`src/rtl/sat_counter.sv`:
```
// Saturating up-counter with synchronous clear.
// Clear wins over increment; never wraps past all-ones.
module sat_counter #(
  parameter int W = 16
) (
  input  logic         clk,
  input  logic         rst_n,
  input  logic         clr,
  input  logic         inc,
  output logic [W-1:0] q
);

  always_ff @(posedge clk or negedge rst_n) begin
    if (!rst_n) begin
      q <= '0;
    end else if (clr) begin
      q <= '0;
    end else if (inc && (q != {W{1'b1}})) begin
      q <= q + 1'b1;
    end
  end

endmodule

```
`config.mk`:
```
export PLATFORM = sky130hd
export DESIGN_NAME = sat_counter
export DESIGN_NICKNAME = d
export VERILOG_FILES = /design/src/rtl/sat_counter.sv
export SDC_FILE = /design/constraint.sdc
export NUM_CORES = 1
export LEC_CHECK = 0
export ABC_AREA = 1
export CELL_PAD_IN_SITES_DETAIL_PLACEMENT = 0
export CELL_PAD_IN_SITES_GLOBAL_PLACEMENT = 1
export CORE_MARGIN = 1.5
export CORE_UTILIZATION = 43
export CTS_CLUSTER_DIAMETER = 80
export DETAILED_ROUTE_END_ITERATION = 6
export DONT_BUFFER_PORTS = 1
export PLACE_DENSITY_LB_ADDON = 0.1
export SETUP_SLACK_MARGIN = 0.4
export SKIP_CTS_REPAIR_TIMING = 1
export SLEW_MARGIN = 20
export SYNTH_ARGS = -nofsm -noshare
export SYNTH_HDL_FRONTEND = slang
export SYNTH_SLANG_ARGS = --single-unit
```
`constraint.sdc`:
```
create_clock -name clk -period 1.9 [get_ports clk]
set_input_delay 0.19 -clock clk [delete_from_list [all_inputs] [get_ports clk]]
set_output_delay 0.19 -clock clk [all_outputs]
set_load 0.01 [all_outputs]
```
# Word-level counts from Yosys, hierarchy flattened
# Index checks and enable logic that the tools add are counted.
# classes
n_addsub,1
eq_ne,1
muxes,2
n_reduce_logical,2
# ops
operator,count
16-bit two-way mux,2
"16-bit by 1-bit adder with 16-bit output, second input constant",1
"16-bit inequality test, second input constant",1
2-bit nonzero test,1
1-bit logical AND,1
# word_totals
ff_bits,16
in_bits,4
output_inout_bits,16
word_cells,7

# Longest topological paths before layout
# logic_depth
ltp_word,4
depth_mapped,10
mapped_depth_nobuf,9

# Worst setup path after synthesis
# OpenSTA, ideal clock, no wires.
# synth_path
path_kind,reg-to-reg
start,register q[1]
end,register q[7]
setup_ps,66
arrival_time_ps,1454
required_time_ps,1834
setup_slack_ps,380
stages_incl_launch_ff,11
n_path_buf,1
synth_period_minus_slack_ps,1520
path_cell_list,dfrtp_1 ha_1 nand2_2 nor2_4 nand2_4 o21ai_4 nand2_4 inv_4 buf_12 nand2_1 nand2_1
# synth_between
elab_chain_len,3
word_cells_on_any_way,6
classes_between,add/sub (1); eq/ne (1); mux (2); reduce/logical (2)
# synth_rtl
item,line,rtl
"start, declared",10,output logic [W-1:0] q
"start signal, assigned",19,q <= q + 1'b1;
16-bit by 1-bit adder with 16-bit output or 16-bit inequality test (tied branches),"19, 18",
16-bit two-way mux or 1-bit logical AND (tied branches),18,end else if (inc && (q != {W{1'b1}})) begin
16-bit two-way mux or 2-bit nonzero test (tied branches),-,
# Parallel ways exist; a longest one is shown, timed or not. The select of a mux whose other input is x is not followed.
# A chain may end at the register's enable or synchronous reset.

# Worst setup path after layout
# layout_path
start,register q[0]
end,register q[2]
# Same word-level chain as after synthesis.

==> impl_results.md <==
- CP startpoint kind: flip-flop
- GR Util met2: 0.354
- Hpwl dp: 1.88 mm
- CTS tree: done
- Max FFs per register: 16
- DR DRC count: 0
- Post-synth top flop: dfrtp_1
- Sequential power share: 0.544
- Synthesized area: about 0.0010 sq mm
- FF-to-FF setup slack: about 0.34 ns
- Sw Share: 0.244
- GR met1 Demand/Resource: 0.271
- Max Slew Vio Count: 0
- Comb power frac: 0.099
- Worst-margin pin slew: about 0.77 ns
- RSZ-0062 raised after global routing: yes
- Worst r2r src: q[0]
- Tcrit/Tclk final: 0.821
- Largest Register: q
- Final RePlAce weighted congestion: slightly below 0.8
- Int Pwr: 0.482 mW
- Setup Viol. Count Final: 0
- Final net count: 173
- Worst-path clk slew: approximately 0.1 ns
- Final hold vios: 0
- Core ar.: between 0.002 and 0.0025 sq mm
- Critical R2R Capture: q[2]
- Min Tclk post-route: 1.56 ns
- H-Tree Level Count: 1
- Worst hold slack: 0.0644 ns
- IO Count: 20
- HP Start: clr
- Worst-case clock buffer depth: 2
- Clock group share of total power: 0.357
- Later-pin clock latency in the skew report: 0.29 ns
- Sw power: ~0.16 mW
- Vias: 996
- Finished Cell Area: about 0.0013 sq mm
- Antenna Nets Post-Route: 0
- Most Crowded Layer GR: met2
- Total gr overflow: 0
- Seq cells post-synth: 16
- Synth warn: 0
- Fmax achieved: between 600 and 700 MHz
- Synth cell types: 23
- Setup tns final: 0 ns
- Mapped Cells: roughly 140
- All-layer global routing usage: 0.214
- Crit path arrival time: 1.80 ns
- Share of flip-flops with an asynchronous set or reset: 1.00
- Sequential share of the synthesized area: 0.386
- Worst path required time: 2.14 ns
- P_leak: between 0.6 and 0.7 nW
- Height of the die: roughly 52 um
- Most common cell after layout, fill and taps aside: nand2_1
- Mean Syn Cell Area: 7.20 sq um
- Status: completed
- Initial Util: 0.460
- Largest net degree at the start of global routing: 17
- Most frequent cells in the layout: nand2_1, buf_4, dfrtp_1
- IR Drop Worst-Case VDD: between 600 and 700 uV
- Post-synth EDFFs: 0
- CP Class: reg2reg
- Die width: approximately 52 um
- Initial DRC Count: 17
- Antenna violations before repair: 0
- GRT met3 Usage: 0.0747
- Clk_skew: roughly 0.0096 ns
- Reg2reg path depth: 10
- TritonCTS buffer count: 3
- Pwr Density: just under 500 mW/mm^2
- Routed wire length: between 2 and 3 mm
- Max-cap viol count: 0
- TritonRoute pass-1 iters: 5
- Hold WC Path Type: in2reg
- WL per Instance: about 14 um
- Vias/cell: between 5 and 6
- WHS Path Cells: 3
- Diode count: 0
- # port buffers: 0
- Slew HR: 0.487
- Root Buffer: clkbuf_4
- Post-DP Area: about 0.0012 sq mm
- Die Footprint: between 0.002 and 0.003 sq mm
- Crit path max fanout: 7
- Wire length of the first global-routing pass: ~4.2 mm
- Worst Hold End: q[4]
- Post-synthesis net count: about 150
- P&R area growth vs syn: 26.7%
- Top Registers: q: 16 flops
- CP Capture Type: flip-flop
- Layout cell share with drive strength beyond 1: 0.281
- Vias in the first global route: 967
- Rows: 17
- Clock Sinks: 16
synthesized netlist by cell type, types with 2 or more instances:
cell / count / area [sq um]
nand2_1: 55 / 206
o21bai_1: 2 / 15.0
inv_1: 11 / 41.3
xnor2_1: 2 / 17.5
nand4_1: 9 / 56.3
nor2_4: 2 / 22.5
nand3_1: 12 / 60.1
nand2_4: 2 / 22.5
xor2_1: 3 / 26.3
o21ai_0: 4 / 20.0
nand2_2: 2 / 12.5
dfrtp_1: 16 / 400
nor2_1: 14 / 52.6
cell families after synthesis:
group | synth area share
XOR/XNOR | 0.0422
AO/OA/AOI/OAI | 0.0543
AND/OR/NAND/NOR | 0.428
flip-flops | 0.386
buffers and inverters | 0.0772
adder cells (fa/ha/maj) | 0.0121
layer usage:
metal  up-vias  wire [um]
met1       468       1250
met4         0          9
met2        18       1310
met5         -          0
li1        508          -
met3         2        134
per-stage QoR:
| step | setup slack, ns | power, mW | util | instances |
|---|---|---|---|---|
| floorplan | 0.389 | 0.387 | - | 144 |
| global placement | 0.114 | 0.394 | 0.522 | 186 |
| detailed placement | 0.0595 | 0.395 | 0.522 | 186 |
| CTS | 0.0237 | 0.624 | 0.538 | 190 |
| global route | 0.257 | 0.669 | 0.583 | 195 |
| finish | 0.341 | 0.637 | 0.583 | 195 |
final cells by class:
class	count	area, sq um
fillers	224	941
inverters	13	61.3
flip-flops and latches	16	402
repair inverters	1	11.3
repair buffers	21	164
multi-input cells	112	604
well taps	28	35.0
clock buffers	4	36.3
worst max-delay path by stage:
stage,from,end,cells past startpoint
2_1_floorplan,q[0],q[7],10
3_3_place_gp,q[1],q[7],8
3_5_place_dp,q[1],q[15],8
4_1_cts,q[0],q[15],8
5_1_grt,q[0],q[2],10
6_report,q[0],q[2],10
worst max-delay path: stages (launching register included):
cell     delay, ns
dfrtp_1       0.38
ha_2          0.21
nand2_4       0.07
nor2_4        0.13
nand2_4       0.06
buf_6         0.12
o21ai_4       0.15
nand2_4       0.14
inv_8         0.13
nand2_1       0.06
nand2_1       0.06
power groups by stage:
stage	Clock (mW)	Combinational [mW]	Sequential (mW)
global route	0.253	0.0694	0.347
floorplan	0	0.0298	0.357
global placement	0	0.0414	0.353
detailed placement	0	0.0419	0.353
finish	0.227	0.0630	0.347
CTS	0.236	0.0422	0.347
(Power assumes the default switching activity.)
